==> src/rtl/wb_sram_ctrl.sv <==
// Wishbone B4 pipelined slave that maps each 32-bit access onto one or two
// 16-bit accesses of an external asynchronous SRAM. Each half has an ACC
// phase lasting WAIT_STATES+1 cycles followed by a one-cycle HOLD phase.
// Only one transaction is in flight at a time. Every SRAM pin is a flop
// output, so the pads see clean, glitch-free strobes.
//
// Handshake: a request transfers on a rising CLK edge when
// WB_CYC_IN & WB_STB_IN & ~WB_STALL_OUT. STALL is low only in IDLE, so at most
// one request is accepted before its response. The response is a single-cycle
// WB_ACK_OUT or WB_ERR_OUT, and it is issued only while WB_CYC_IN is still high.
module wb_sram_ctrl #(
    parameter int SRAM_AW     = 18,
    parameter int WAIT_STATES = 1
) (
    input  logic               CLK,
    input  logic               RST_SYNC_N,
    input  logic               EN,
    input  logic [31:0]        WB_ADR_IN,
    input  logic               WB_CYC_IN,
    input  logic               WB_STB_IN,
    input  logic               WB_WE_IN,
    input  logic [3:0]         WB_SEL_IN,
    input  logic [2:0]         WB_CTI_IN,
    input  logic [1:0]         WB_BTE_IN,
    output logic               WB_STALL_OUT,
    output logic               WB_ACK_OUT,
    output logic               WB_ERR_OUT,
    output logic [31:0]        WB_DAT_RD_OUT,
    input  logic [31:0]        WB_DAT_WR_IN,
    output logic [SRAM_AW-1:0] SRAM_ADR_OUT,
    input  logic [15:0]        SRAM_DQ_IN,
    output logic [15:0]        SRAM_DQ_OUT,
    output logic               SRAM_DQ_OE_OUT,
    output logic               SRAM_CE_N_OUT,
    output logic               SRAM_OE_N_OUT,
    output logic               SRAM_WE_N_OUT,
    output logic               SRAM_UB_N_OUT,
    output logic               SRAM_LB_N_OUT
);

    typedef enum logic [2:0] {
        IDLE    = 3'd0,
        LO_ACC  = 3'd1,
        LO_HOLD = 3'd2,
        HI_ACC  = 3'd3,
        HI_HOLD = 3'd4,
        RESP    = 3'd5
    } state_t;

    localparam logic [3:0] WS_LOAD = 4'(WAIT_STATES);

    // Burst type, cycle type and the byte lane of the address do not affect
    // behaviour: every access is handled as a classic single cycle.
    logic unused_sigs;
    assign unused_sigs = ^{WB_CTI_IN, WB_BTE_IN, WB_ADR_IN[1:0]};

    state_t             state_q, state_d;
    logic [3:0]         cnt_q, cnt_d;
    logic [SRAM_AW-2:0] word_q, word_d;
    logic               we_q, we_d;
    logic [3:0]         sel_q, sel_d;
    logic [31:0]        wdat_q, wdat_d;
    logic               rsp_err_q, rsp_err_d;
    logic [31:0]        rdat_q, rdat_d;
    logic [SRAM_AW-1:0] adr_q, adr_d;
    logic [15:0]        dq_out_q, dq_out_d;
    logic               dq_oe_q, dq_oe_d;
    logic               ce_n_q, ce_n_d;
    logic               oe_n_q, oe_n_d;
    logic               we_n_q, we_n_d;
    logic               ub_n_q, ub_n_d;
    logic               lb_n_q, lb_n_d;
    logic               stall_q, stall_d;
    logic               ack_q, ack_d;
    logic               err_q, err_d;

    logic accept;
    logic out_of_range;
    logic in_lo, in_hi, in_acc;

    assign accept       = WB_CYC_IN & WB_STB_IN & ~stall_q & (state_q == IDLE);
    assign out_of_range = |WB_ADR_IN[31:SRAM_AW+1];

    // Next state, request capture, wait counter and read-data capture.
    // The registered outputs are then derived from the next state.
    always_comb begin
        state_d   = state_q;
        cnt_d     = cnt_q;
        word_d    = word_q;
        we_d      = we_q;
        sel_d     = sel_q;
        wdat_d    = wdat_q;
        rsp_err_d = rsp_err_q;
        rdat_d    = rdat_q;

        case (state_q)
            IDLE: begin
                if (accept) begin
                    word_d    = WB_ADR_IN[SRAM_AW:2];
                    we_d      = WB_WE_IN;
                    sel_d     = WB_SEL_IN;
                    wdat_d    = WB_DAT_WR_IN;
                    cnt_d     = WS_LOAD;
                    rsp_err_d = 1'b0;
                    if (out_of_range) begin
                        rsp_err_d = 1'b1;
                        state_d   = RESP;
                    end else if (!WB_WE_IN || (|WB_SEL_IN[1:0])) begin
                        state_d = LO_ACC;
                    end else if (|WB_SEL_IN[3:2]) begin
                        state_d = HI_ACC;
                    end else begin
                        state_d = RESP;
                    end
                end
            end
            LO_ACC: begin
                if (cnt_q == 4'd0) begin
                    state_d = LO_HOLD;
                    if (!we_q) begin
                        rdat_d[15:0] = SRAM_DQ_IN;
                    end
                end else begin
                    cnt_d = cnt_q - 4'd1;
                end
            end
            LO_HOLD: begin
                if (!we_q || (|sel_q[3:2])) begin
                    state_d = HI_ACC;
                    cnt_d   = WS_LOAD;
                end else begin
                    state_d = RESP;
                end
            end
            HI_ACC: begin
                if (cnt_q == 4'd0) begin
                    state_d = HI_HOLD;
                    if (!we_q) begin
                        rdat_d[31:16] = SRAM_DQ_IN;
                    end
                end else begin
                    cnt_d = cnt_q - 4'd1;
                end
            end
            HI_HOLD: state_d = RESP;
            RESP:    state_d = IDLE;
            default: state_d = IDLE;
        endcase
    end

    assign in_lo  = (state_d == LO_ACC) || (state_d == LO_HOLD);
    assign in_hi  = (state_d == HI_ACC) || (state_d == HI_HOLD);
    assign in_acc = (state_d == LO_ACC) || (state_d == HI_ACC);

    // Registered pad and bus outputs as seen in the upcoming state.
    // Address and write data simply hold outside an access.
    always_comb begin
        adr_d    = adr_q;
        dq_out_d = dq_out_q;
        ub_n_d   = 1'b1;
        lb_n_d   = 1'b1;
        ce_n_d   = ~(in_lo | in_hi);
        oe_n_d   = ~(in_acc & ~we_d);
        we_n_d   = ~(in_acc & we_d);
        dq_oe_d  = (in_lo | in_hi) & we_d;
        if (in_lo) begin
            adr_d    = {word_d, 1'b0};
            dq_out_d = wdat_d[15:0];
            lb_n_d   = we_d ? ~sel_d[0] : 1'b0;
            ub_n_d   = we_d ? ~sel_d[1] : 1'b0;
        end else if (in_hi) begin
            adr_d    = {word_d, 1'b1};
            dq_out_d = wdat_d[31:16];
            lb_n_d   = we_d ? ~sel_d[2] : 1'b0;
            ub_n_d   = we_d ? ~sel_d[3] : 1'b0;
        end
        stall_d = (state_d != IDLE);
        ack_d   = (state_d == RESP) & ~rsp_err_d & WB_CYC_IN;
        err_d   = (state_d == RESP) & rsp_err_d & WB_CYC_IN;
    end

    // State and output registers; reset wins over the clock enable.
    always_ff @(posedge CLK) begin
        if (!RST_SYNC_N) begin
            state_q   <= IDLE;
            cnt_q     <= 4'd0;
            word_q    <= '0;
            we_q      <= 1'b0;
            sel_q     <= 4'd0;
            wdat_q    <= 32'd0;
            rsp_err_q <= 1'b0;
            rdat_q    <= 32'd0;
            adr_q     <= '0;
            dq_out_q  <= 16'd0;
            dq_oe_q   <= 1'b0;
            ce_n_q    <= 1'b1;
            oe_n_q    <= 1'b1;
            we_n_q    <= 1'b1;
            ub_n_q    <= 1'b1;
            lb_n_q    <= 1'b1;
            stall_q   <= 1'b0;
            ack_q     <= 1'b0;
            err_q     <= 1'b0;
        end else if (EN) begin
            state_q   <= state_d;
            cnt_q     <= cnt_d;
            word_q    <= word_d;
            we_q      <= we_d;
            sel_q     <= sel_d;
            wdat_q    <= wdat_d;
            rsp_err_q <= rsp_err_d;
            rdat_q    <= rdat_d;
            adr_q     <= adr_d;
            dq_out_q  <= dq_out_d;
            dq_oe_q   <= dq_oe_d;
            ce_n_q    <= ce_n_d;
            oe_n_q    <= oe_n_d;
            we_n_q    <= we_n_d;
            ub_n_q    <= ub_n_d;
            lb_n_q    <= lb_n_d;
            stall_q   <= stall_d;
            ack_q     <= ack_d;
            err_q     <= err_d;
        end
    end

    assign WB_STALL_OUT   = stall_q;
    assign WB_ACK_OUT     = ack_q;
    assign WB_ERR_OUT     = err_q;
    assign WB_DAT_RD_OUT  = rdat_q;
    assign SRAM_ADR_OUT   = adr_q;
    assign SRAM_DQ_OUT    = dq_out_q;
    assign SRAM_DQ_OE_OUT = dq_oe_q;
    assign SRAM_CE_N_OUT  = ce_n_q;
    assign SRAM_OE_N_OUT  = oe_n_q;
    assign SRAM_WE_N_OUT  = we_n_q;
    assign SRAM_UB_N_OUT  = ub_n_q;
    assign SRAM_LB_N_OUT  = lb_n_q;

endmodule

==> config.mk <==
export PLATFORM = sky130hd
export DESIGN_NAME = wb_sram_ctrl
export DESIGN_NICKNAME = d
export VERILOG_FILES = /design/src/rtl/wb_sram_ctrl.sv
export SDC_FILE = /design/constraint.sdc
export NUM_CORES = 1
export LEC_CHECK = 0
export ABC_CLOCK_PERIOD_IN_PS = 3260
export CAP_MARGIN = 15
export CORE_MARGIN = 2
export CORE_UTILIZATION = 32
export CTS_CLUSTER_DIAMETER = 80
export CTS_CLUSTER_SIZE = 25
export DETAILED_ROUTE_END_ITERATION = 7
export HOLD_SLACK_MARGIN = 0.1
export PLACE_DENSITY = 0.59
export SYNTH_ARGS = -nofsm -noshare
export SYNTH_HDL_FRONTEND = slang
export SYNTH_SLANG_ARGS = --single-unit
==> constraint.sdc <==
create_clock -name CLK -period 3.26 [get_ports CLK]
set_input_delay 0.815 -clock CLK [delete_from_list [all_inputs] [get_ports CLK]]
set_output_delay 0.815 -clock CLK [all_outputs]
set_load 0.01 [all_outputs]
# After elaboration in Yosys (flattened, before gate mapping)
# Index checks and enable logic that the tools add are counted.
[classes] addsub=1 n_eq_ne=12 muxes=35 n_bitwise=22 n_reduce_logical=21
[ops] operator="2-to-1 mux 32 bit" count=2
[ops] operator="2-to-1 mux 18 bit" count=2
[ops] operator="2-to-1 mux 17 bit" count=2
[ops] operator="2-to-1 mux 16 bit" count=2
[ops] operator="2-to-1 mux 3 bit" count=7
[ops] operator="2-to-1 mux 4 bit" count=5
[ops] operator="one-hot mux 3 bit (5 select lines)" count=1
[ops] operator="2-to-1 mux 1 bit" count=13
[ops] operator="OR reduction 13 bit" count=1
[ops] operator="equality test 3 x 2 -> 1 bit, second input constant" count=4
[ops] operator="one-hot mux 4 bit (3 select lines)" count=1
[ops] operator="inverter 1 bit" count=11
[ops] operator="AND 1 bit" count=10
[ops] operator="equality test 3 bit, second input constant" count=3
[ops] operator="AND reduction 4 bit" count=2
[ops] operator="OR reduction 2 bit" count=4
[ops] operator="equality test 3 x 1 -> 1 bit, second input constant" count=2
[ops] operator="inequality test 2 bit, second input constant" count=3
[ops] operator="nonzero test 3 bit" count=2
[ops] operator="logical OR 1 bit" count=5
[ops] operator="AND reduction 5 bit" count=1
[ops] operator="zero test 4 bit" count=1
[ops] operator="subtractor 4 x 1 -> 4 bit, second input constant" count=1
[ops] operator="zero test 3 bit" count=1
[ops] operator="4 further kinds" count=5
[totals] reg_bits=137 inputBits=95 wordCells=111

# Logic depth before layout (Yosys ltp)
# Gate-level depths: netlist of the first run.
[depth] depth_word=10 ltp_mapped=12

# Worst setup path before layout of the first run
# OpenSTA, ideal clock, no wires.
[synth_path] path_type="input -> register" startpoint="in WB_ADR_IN[26]" endpoint="reg dq_out_q[10], in the netlist SRAM_DQ_OUT[10]" setup_ps=133 arrival_ps=2459 slack_ps=668 stages=10 n_path_buf=3 path_cell_list="nor4_1 and4_1 o221ai_2 o31a_1 buf_4 nand2b_1 buf_2 buf_6 nand3_1 o221ai_1"
[synth_via] elab_chain_cells=8 elab_cells_between_ends=13
[synth_rtl] element="from (decl)" line_no="18" rtl="input logic [31:0] WB_ADR_IN,"
[synth_rtl] element="OR reduction 13 bit *" line_no="82" rtl="assign out_of_range = |WB_ADR_IN[31:SRAM_AW+1];"
[synth_rtl] element="2-to-1 mux 3 bit *" line_no="105" rtl="if (out_of_range) begin"
[synth_rtl] element="2-to-1 mux 3 bit *" line_no="98" rtl="if (accept) begin"
[synth_rtl] element="one-hot mux 3 bit (5 select lines) *" line_no="96" rtl="case (state_q)"
[synth_rtl] element="equality test 3 x 1 -> 1 bit, or another cell as far along" line_no="151" rtl="assign in_lo = (state_d == LO_ACC) || (state_d == LO_HOLD);"
[synth_rtl] element="logical OR 1 bit, on equally long branches" line_no="151, 152"
[synth_rtl] element="nonzero test 2 bit (no line)"
[synth_rtl] element="AND reduction 2 bit (no line)"
[synth_rtl] element="to (signal assigned)" line_no="214" rtl="dq_out_q <= dq_out_d;"
[synth_rtl] element="to (decl)" line_no="66" rtl="logic [15:0] dq_out_q, dq_out_d;"
# Every way passes the cells marked *; elsewhere a longest branch is shown, timed or not.
# A chain may end at the register's enable or synchronous reset.

# Final worst setup path of the first run
[layout_path] startpoint="in WB_ADR_IN[26]" endpoint="reg dq_out_q[14], in the netlist SRAM_DQ_OUT[14]"
# Same word-level chain as after synthesis.

==> results of run 1 <==
[state kept, by name, indices dropped and copies added, names as in the netlist, 3 cells and up]
signal / flops
cnt_q: 4
sel_q: 4
SRAM_DQ_OUT: 16
WB_DAT_RD_OUT: 32
wdat_q: 32
word_q: 17
state_q: 3
SRAM_ADR_OUT: 18
[layer usage]
layer / vias to the layer above / routed length, µm / global-route usage (%)
met5: - / 0 / 0
met4: 0 / 163 / 5.105
met3: 13 / 826 / 4.792
met2: 104 / 7751 / 27.06
met1: 2485 / 7778 / 21.88
li1: 2719 / - / -
[worst max-delay path, delay by kind of cell]
family	cells	cell delay [ns]
simple gates	4	0.97
buf+inv	4	0.91
compound gates	2	0.44
mux	1	0.16
[layout make-up]
cell class / count / area (µm²)
Inverter: 6 / 22.52
Timing Repair Buffer: 184 / 1834
Sequential cell: 137 / 2743
Multi-Input combinational cell: 498 / 3042
Tap cell: 234 / 292.8
Clock inverter: 15 / 221.5
Clock buffer: 17 / 425.4
Antenna cell: 1 / 2.502
Fill cell: 1829 / 10060
[final timing paths]
kind                                                     start                             end  slack (ns)  cells after the start
worst max-delay path                             WB_ADR_IN[26]    SRAM_DQ_OUT[14]$_SDFFE_PN0P_        0.25                     11
worst min-delay path            WB_DAT_RD_OUT[28]$_SDFFE_PN0P_  WB_DAT_RD_OUT[28]$_SDFFE_PN0P_        0.45                      2
worst max register to register           cnt_q[0]$_SDFFE_PN0P_   SRAM_ADR_OUT[10]$_SDFFE_PN0P_        0.81                     10
worst min register to register  WB_DAT_RD_OUT[28]$_SDFFE_PN0P_  WB_DAT_RD_OUT[28]$_SDFFE_PN0P_        0.45                      2
[power by group]
group / internal, mW / switching, mW
Sequential: 1.75 / 0.0541
Combinational: 0.419 / 0.388
Clock: 1.36 / 0.767
[synth_stat cells (4+ instances only)]
master,instances
inv_1,6
a21boi_0,69
nor2_1,8
dfxtp_1,137
o211a_1,12
clkbuf_1,35
nor4_1,4
and2_1,5
o21ai_0,18
a21boi_1,12
o221a_2,7
a21oi_1,12
nand3_1,29
o221ai_1,16
buf_6,8
nor3_1,5
mux2i_1,42
nor2b_1,6
buf_2,6
nand2_1,203
[kinds of logic (layout without fill, tap and decap cells)]
family,count (synthesis),after routing,share of synthesized area [%]
multiplexers,43,43,7.113
other,0,1,0
buffers and inverters,58,222,4.887
flip-flops,137,137,45.20
AND/OR/NAND/NOR,290,290,22.14
AO/OA/AOI/OAI,164,164,20.45
adder cells (fa/ha/maj),1,1,0.2062
[stage by stage]
step / TNS, ns / area (µm²) / setup slack [ns] / instances / power [mW]
CTS: 0 / 8581 / 0.2322 / 1091 / 4.819
global route: 0 / 8581 / 0.1166 / 1091 / 4.970
detailed placement: -4.350 / 7934 / -0.1884 / 1059 / 2.660
floorplan: 0 / 6068 / 0.6681 / 693 / 2.316
finish: 0 / 8583 / 0.2478 / 1092 / 4.744
global placement: -5.412 / 7934 / -0.2229 / 1059 / 2.659
==> key figures, run 1 <==
CTS
  • Clk_lat worst skew: 0.42 ns
  • TritonCTS clock tree: yes
  • CTS Root Cell: clkbuf_16
  • Clock transition at path regs: 0.06 ns
  • Buffer count from post-CTS setup fixing: 0
  • Sinks on Clock Net: 137
  • Num CTS Buffers: 17
  • CTS max path bufs: 2
  • Post-cts resize count: 0
  • CTS Hold Bufs: 0
  • H-tree Lvls: 4

Yosys
  • Seq/Total Area, Yosys: 45.20%
  • Yosys reg bits: 137
  • Post-synth EDFFs: 0
  • Synth top area share: 45.20%
  • Cells after synthesis: 693
  • YS warnings: 0
  • Unique cell type count in the Yosys netlist: 55
  • Ys async rst share: 0%
  • Synthesized area per cell: 8.757 µm²
  • Leading area contributor after synthesis: dfxtp_1
  • Synth Cell Area: 0.006068 mm²
  • Synth Net Count: 789
  • Synth area leaders: dfxtp_1, nand2_1, a21boi_0, mux2i_1, nand3_1
  • Post-synth top flop: dfxtp_1

STA
  • F_max: 332.0 MHz
  • Fin crit share: 92.40%
  • Fin crit period: 3.012 ns
  • Slew HR: 55.89%
  • Final Max Tran Viols: 0
  • RSZ-0062 raised after global routing: false
  • Clock Skew: 0.008073 ns
  • Final Hold Fails: 0
  • Worst hold slack: 0.4549 ns
  • Worst-margin pin slew: 0.6600 ns
  • Final Setup Violations: 0

Outcome
  • Status: complete, no violations

Finish
  • Leading cell type in the layout, fill and taps excluded: nand2_1
  • Area Growth Syn to Fin: 41.44%
  • Share of cells above drive strength 1: 9.568%
  • Most frequent cells in the layout: nand2_1, clkdlybuf4s50_1, dfxtp_1, a21boi_0, mux2i_1
  • Core Util, Final: 46.04%
  • Fin nets: 940

Job
  • Total of max-cap violations: 0

Global route
  • Overall Global Routing Usage: 16.80%
  • Initial antenna violation count: 1
  • First-pass GRT wire length: 26.68 mm
  • GRT overflow: 0
  • Largest net degree at the start of global routing: 50
  • Vias in the first global route: 5127

Min path
  • Min-delay worst type: reg -> reg

Power and ir drop
  • Peak VDD IR: 352.3 µV
  • PD cells: 552.7 mW/mm²
  • LEAKAGE: 3.110 nW

Worst setup path
  • WS Path Type: in -> reg
  • Critical Path AT: 3.29 ns
  • CP cell instances: clkdlybuf4s50_1 -> nor4_1 -> buf_4 -> and4_1 -> buf_4 -> nand4_2 -> and2_1 -> a31o_2 -> buf_12 -> mux2i_1 -> o221ai_1
  • Worst-path maximum fanout: 23
  • Most used cell along the critical path: buf_4
  • Slowest-stage cell, CP: nor4_1
  • Critical Path Max Stage Delay: 0.43 ns
  • Critical path endpoint category: flop
  • Worst setup SP type: primary input
  • Worst path required time: 3.54 ns

Floorplan
  • IO Pins: 170
  • Row count: 50
  • DIE HEIGHT: 141.7 µm
  • Die area: 0.02008 mm²
  • Die width: 141.7 µm
  • Initial Util: 32.55%
  • Core ar.: 0.01864 mm²

Route
  • Wire length per cell: 15.13 µm
  • Routed vias/inst: 4.873
  • WL final: 16.52 mm
  • DR iter-0 viols: 287
  • First-pass DRT Iterations: 4
  • DRC: 0
  • Vias: 5321
  • Antenna Violating Nets Remaining: 0

Placement
  • HPWL after DPL: 10.98 mm
  • IO Port Bufs: 162
  • Final Wtd Congestion: 0.7679
Note: power is estimated with default switching activity, not from simulation.
==> inputs of run 2 (changes only) <==
--- a/config.mk
+++ b/config.mk
@@ -7,13 +7,16 @@
 export LEC_CHECK = 0
 export ABC_CLOCK_PERIOD_IN_PS = 3260
 export CAP_MARGIN = 15
+export CELL_PAD_IN_SITES_DETAIL_PLACEMENT = 1
+export CELL_PAD_IN_SITES_GLOBAL_PLACEMENT = 1
 export CORE_MARGIN = 2
 export CORE_UTILIZATION = 32
 export CTS_CLUSTER_DIAMETER = 80
 export CTS_CLUSTER_SIZE = 25
 export DETAILED_ROUTE_END_ITERATION = 7
+export DONT_BUFFER_PORTS = 1
 export HOLD_SLACK_MARGIN = 0.1
-export PLACE_DENSITY = 0.59
+export PLACE_DENSITY = 0.6
 export SYNTH_ARGS = -nofsm -noshare
 export SYNTH_HDL_FRONTEND = slang
 export SYNTH_SLANG_ARGS = --single-unit
==> key figures, run 2 (synthesized netlist as in run 1, its figures left out) <==
Worst setup path
  • WS Path Type: reg -> reg
  • Most used cell along the critical path: nand3_1
  • FF-to-FF setup slack: 0.69 ns
  • Buf/Inv on CP: 2
  • Worst setup SP type: flop
  • Worst-path maximum fanout: 29
  • Reg-to-reg critical path startpoint: cnt_q[0]$_SDFFE_PN0P_
  • Critical Path AT: 2.87 ns
  • Reg2reg end: SRAM_ADR_OUT[4]$_SDFFE_PN0P_
  • Slowest-stage cell, CP: o31a_1
  • Setup crit end: SRAM_ADR_OUT[4]$_SDFFE_PN0P_
  • Worst path required time: 3.56 ns
  • Crit. Startpoint: cnt_q[0]$_SDFFE_PN0P_
  • CP cell instances: inv_1 -> ha_1 -> nor3b_2 -> nand3_1 -> o221ai_2 -> o31a_1 -> nor2_8 -> buf_4 -> nand3_1 -> o211a_1
  • Delay-heaviest family, CP: simple AND/OR/NAND/NOR gates
  • Critical path endpoint category: flop
  • Critical Path Max Stage Delay: 0.41 ns
  • CP Depth: 10
  • R2r worst-path depth: 10

Placement
  • HPWL after DPL: 11.52 mm
  • IO Port Bufs: 0
  • Final Wtd Congestion: 0.7732
  • Placed instance area: 0.006202 mm²
  • Placed Instances: 887
  • Pre-CTS setup slack: 0.3496 ns

Finish
  • Core Util, Final: 36.57%
  • # diodes: 0
  • Fin nets: 768
  • Leading cell type in the layout, fill and taps excluded: nand2_1
  • Most frequent cells in the layout: nand2_1, dfxtp_1, a21boi_0, mux2i_1, nand3_1
  • Area Growth Syn to Fin: 12.35%
  • Fin area: 0.006818 mm²
  • Share of cells above drive strength 1: 9.927%
  • Finished Layout Cells: 919

Route
  • Routed vias/inst: 5.360
  • DRC: 0
  • Wire length per cell: 19.19 µm
  • WL final: 17.64 mm
  • Vias: 4926
  • Antenna Violating Nets Remaining: 0
  • DR iter-0 viols: 163
  • First-pass DRT Iterations: 4

STA
  • F_max: 389.6 MHz
  • Worst hold slack: 0.4638 ns
  • RSZ-0062 raised after global routing: false
  • Worst setup margin: 0.6930 ns
  • Fin crit share: 78.74%
  • Final Setup Violations: 0
  • Slew HR: 51.32%
  • Final Max Tran Viols: 0
  • Fin crit period: 2.567 ns
  • Worst-margin pin slew: 0.7235 ns
  • Final Hold Fails: 0
  • Clock Skew: 0.009571 ns
  • Final setup TNS: 0 ns

Power and ir drop
  • Sw frac: 25.90%
  • Register share of total power: 42.1%
  • Clock power share: 46.2%
  • LEAKAGE: 2.420 nW
  • Switch Pwr: 1.136 mW
  • PD cells: 643.3 mW/mm²
  • Peak VDD IR: 326.7 µV
  • Combinational share of power: 11.7%
  • Internal: 3.250 mW
  • Tot Pwr: 4.386 mW

CTS
  • CTS max path bufs: 2
  • CTS Hold Bufs: 0
  • Clock transition at path regs: 0.06 ns
  • Num CTS Buffers: 17
  • CTS Root Cell: clkbuf_16
  • Sinks on Clock Net: 137
  • Clk_lat worst skew: 0.41 ns
  • H-tree Lvls: 4
  • TritonCTS clock tree: yes
  • Post-cts resize count: 0
  • Buffer count from post-CTS setup fixing: 0

Outcome
  • Status: complete, no violations

Floorplan
  • Initial Util: 32.55%
  • Die area: 0.02008 mm²
  • Core ar.: 0.01864 mm²
  • Row count: 50
  • DIE HEIGHT: 141.7 µm
  • IO Pins: 170
  • Die width: 141.7 µm

Global route
  • First-pass GRT wire length: 27.83 mm
  • Largest net degree at the start of global routing: 140
  • Overall Global Routing Usage: 17.63%
  • Initial antenna violation count: 0
  • Vias in the first global route: 5229
  • GRT overflow: 0

Job
  • Total of max-cap violations: 0

Min path
  • Min-delay worst type: reg -> reg
==> run 2: area by class of cell <==
| class | instances | area, µm² |
|---|---|---|
| inverter | 6 | 22.52 |
| tap | 234 | 292.8 |
| clock inverter | 9 | 137.6 |
| timing repair buffer | 12 | 102.6 |
| sequential | 137 | 2743 |
| clock buffer | 23 | 478.0 |
| multi-input combinational | 498 | 3042 |
| fill | 2133 | 11830 |
==> run 2: how the worst min path moves through the flow <==
stage / from / endpoint / slack (ns) / cells past startpoint
after floorplan: sel_q[0]$_SDFFE_PN0P_ / sel_q[0]$_SDFFE_PN0P_ / 0.44 / 2
after global placement: wdat_q[29]$_SDFFE_PN0P_ / wdat_q[29]$_SDFFE_PN0P_ / 0.45 / 2
after detailed placement: wdat_q[17]$_SDFFE_PN0P_ / wdat_q[17]$_SDFFE_PN0P_ / 0.46 / 2
after CTS: wdat_q[17]$_SDFFE_PN0P_ / wdat_q[17]$_SDFFE_PN0P_ / 0.47 / 2
after global routing: EN / word_q[11]$_SDFFE_PN0P_ / 0.47 / 1
final: sel_q[0]$_SDFFE_PN0P_ / sel_q[0]$_SDFFE_PN0P_ / 0.46 / 2
==> run 2: worst reg2reg max path: cells and delay by family, from the launching register on <==
family                   cells  cell delay, ns
adder cells (fa/ha/maj)      1            0.23
buffers and inverters        2            0.40
flip-flops                   1            0.39
AND/OR/NAND/NOR              4            0.73
AO/OA/AOI/OAI                3            0.72
==> run 2: metal layers <==
layer | GRT usage, % | vias up | share of wire [%]
met5 | 0 | - | 0
met4 | 5.158 | 0 | 0.91
met3 | 5.839 | 12 | 5.7
met2 | 32.42 | 86 | 53
met1 | 19.25 | 2458 | 40
li1 | - | 2370 | -
==> run 2: power by group through the flow <==
stage	combinational, mW	sequential, mW	clock, mW
6_report	0.514	1.85	2.03
5_1_grt	0.562	1.86	2.16
4_1_cts	0.524	1.85	2.07
3_5_place_dp	0.520	1.88	0
2_1_floorplan	0.463	1.85	0
3_3_place_gp	0.501	1.88	0
==> inputs of run 3 (changes only) <==
--- a/config.mk
+++ b/config.mk
@@ -5,7 +5,7 @@
 export SDC_FILE = /design/constraint.sdc
 export NUM_CORES = 1
 export LEC_CHECK = 0
-export ABC_CLOCK_PERIOD_IN_PS = 3260
+export ABC_CLOCK_PERIOD_IN_PS = 2600
 export CAP_MARGIN = 15
 export CELL_PAD_IN_SITES_DETAIL_PLACEMENT = 1
 export CELL_PAD_IN_SITES_GLOBAL_PLACEMENT = 1
==> constraint.sdc (replaced) <==
create_clock -name CLK -period 2.6 [get_ports CLK]
set_input_delay 0.65 -clock CLK [delete_from_list [all_inputs] [get_ports CLK]]
set_output_delay 0.65 -clock CLK [all_outputs]
set_load 0.01 [all_outputs]
==> key figures, run 3 (synthesized netlist as in run 1, its figures left out) <==
CTS
  • H-tree Lvls: 4
  • Buffer count from post-CTS setup fixing: 0
  • TritonCTS clock tree: yes
  • Clk_lat worst skew: 0.41 ns
  • CTS Root Cell: clkbuf_16
  • Clock transition at path regs: 0.06 ns
  • Sinks on Clock Net: 137
  • Num CTS Buffers: 17
  • CTS max path bufs: 2
  • CTS Hold Bufs: 0
  • Post-cts resize count: 0

Global route
  • Vias in the first global route: 5203
  • Largest net degree at the start of global routing: 140
  • Overall Global Routing Usage: 17.55%
  • Initial antenna violation count: 0
  • GRT overflow: 0
  • First-pass GRT wire length: 27.67 mm

Worst setup path
  • Critical Path Max Stage Delay: 0.37 ns
  • Worst setup SP type: flop
  • Worst-path maximum fanout: 16
  • Worst path required time: 2.92 ns
  • Critical path endpoint category: flop
  • CP cell instances: inv_1 -> ha_1 -> nor3b_2 -> a21oi_1 -> o21ai_0 -> o31a_1 -> nand2b_1 -> buf_12 -> nand3_1 -> o221ai_1
  • Slowest-stage cell, CP: nor3b_2
  • Critical Path AT: 2.76 ns
  • WS Path Type: reg -> reg

Floorplan
  • DIE HEIGHT: 141.7 µm
  • Die width: 141.7 µm
  • Core ar.: 0.01864 mm²
  • IO Pins: 170
  • Die area: 0.02008 mm²
  • Row count: 50
  • Initial Util: 32.55%

Finish
  • Leading cell type in the layout, fill and taps excluded: nand2_1
  • Most frequent cells in the layout: nand2_1, dfxtp_1, a21boi_0, mux2i_1, nand3_1
  • Share of cells above drive strength 1: 11.01%
  • Finished Layout Cells: 924
  • Area Growth Syn to Fin: 13.57%
  • # diodes: 0
  • Core Util, Final: 36.97%
  • Fin nets: 775

STA
  • Final Hold Fails: 0
  • F_max: 409.3 MHz
  • Worst-margin pin slew: 0.7090 ns
  • Fin crit period: 2.443 ns
  • Final setup TNS: 0 ns
  • Fin crit share: 93.96%
  • Final Max Tran Viols: 0
  • Slew HR: 52.73%
  • Clock Skew: 0.008440 ns
  • Final Setup Violations: 0
  • RSZ-0062 raised after global routing: false

Placement
  • Placed Instances: 894
  • IO Port Bufs: 0
  • HPWL after DPL: 11.49 mm
  • Final Wtd Congestion: 0.7875

Min path
  • Min-delay worst type: in -> reg

Power and ir drop
  • LEAKAGE: 2.462 nW
  • PD cells: 792.2 mW/mm²
  • Peak VDD IR: 416.8 µV
  • Tot Pwr: 5.459 mW

Route
  • Antenna Violating Nets Remaining: 0
  • Routed vias/inst: 5.326
  • WL final: 17.36 mm
  • First-pass DRT Iterations: 4
  • DRC: 0
  • Vias: 4921
  • Wire length per cell: 18.79 µm
  • DR iter-0 viols: 160

Outcome
  • Status: complete, no violations

Job
  • Total of max-cap violations: 0
run 3: changes by cell type in the layout (fill, tap and decap cells not counted), sizes merged:
cell / previous run / this run
buf: 12 / 19
clkinv: 3 / 4
clkinvlp: 1 / 2
clkbuf: 23 / 19
run 3: path summary, 6_finish.rpt:
check | start | end | slack, ns | cells past startpoint
worst max-delay path | cnt_q[1]$_SDFFE_PN0P_ | SRAM_DQ_OUT[4]$_SDFFE_PN0P_ | 0.16 | 10
worst min-delay path | EN | SRAM_ADR_OUT[0]$_SDFFE_PN0P_ | 0.33 | 1
worst max register to register | cnt_q[1]$_SDFFE_PN0P_ | SRAM_DQ_OUT[4]$_SDFFE_PN0P_ | 0.16 | 10
worst min register to register | wdat_q[7]$_SDFFE_PN0P_ | wdat_q[7]$_SDFFE_PN0P_ | 0.46 | 2
run 3: cell type report:
cell class | instances | area (µm²)
clock buffers | 19 | 452.9
clock inverters | 11 | 146.4
fillers | 2147 | 11750
inverters | 6 | 22.52
multi-input cells | 498 | 3042
flip-flops and latches | 137 | 2743
well taps | 234 | 292.8
repair buffers | 19 | 192.7
run 3: through the flow:
step           hold slack (ns)  cell area, µm²  setup WS (ns)
2_1_floorplan           0.4428            6068         0.1731
3_3_place_gp            0.4480            6292       -0.01707
3_5_place_dp            0.4597            6292       -0.06851
4_1_cts                 0.3019            6892         0.1699
5_1_grt                 0.3059            6892        0.03339
6_report                0.3347            6892         0.1570
run 3: power by group:
| group | internal [mW] | switching, mW |
|---|---|---|
| logic | 0.299 | 0.369 |
| registers | 2.20 | 0.112 |
| clock network | 1.55 | 0.927 |
| total | 4.05 | 1.41 |
run 3: critical path: cells and delay by family (launching register included):
kind	cells	cell delay, ns
adders and majority gates	1	0.19
AOI/OAI and AO/OA	4	0.90
and+or+nand+nor	3	0.67
DFF	1	0.35
buffers and inverters	2	0.24
run 3: layer usage:
layer  global-route usage (%)  up-vias  part of all wire, %
met5                        0        -                    0
met4                    5.053        0                  1.0
met3                    5.940       15                  6.0
met2                    31.25       88                   52
met1                    19.97     2439                   41
li1                         -     2379                    -
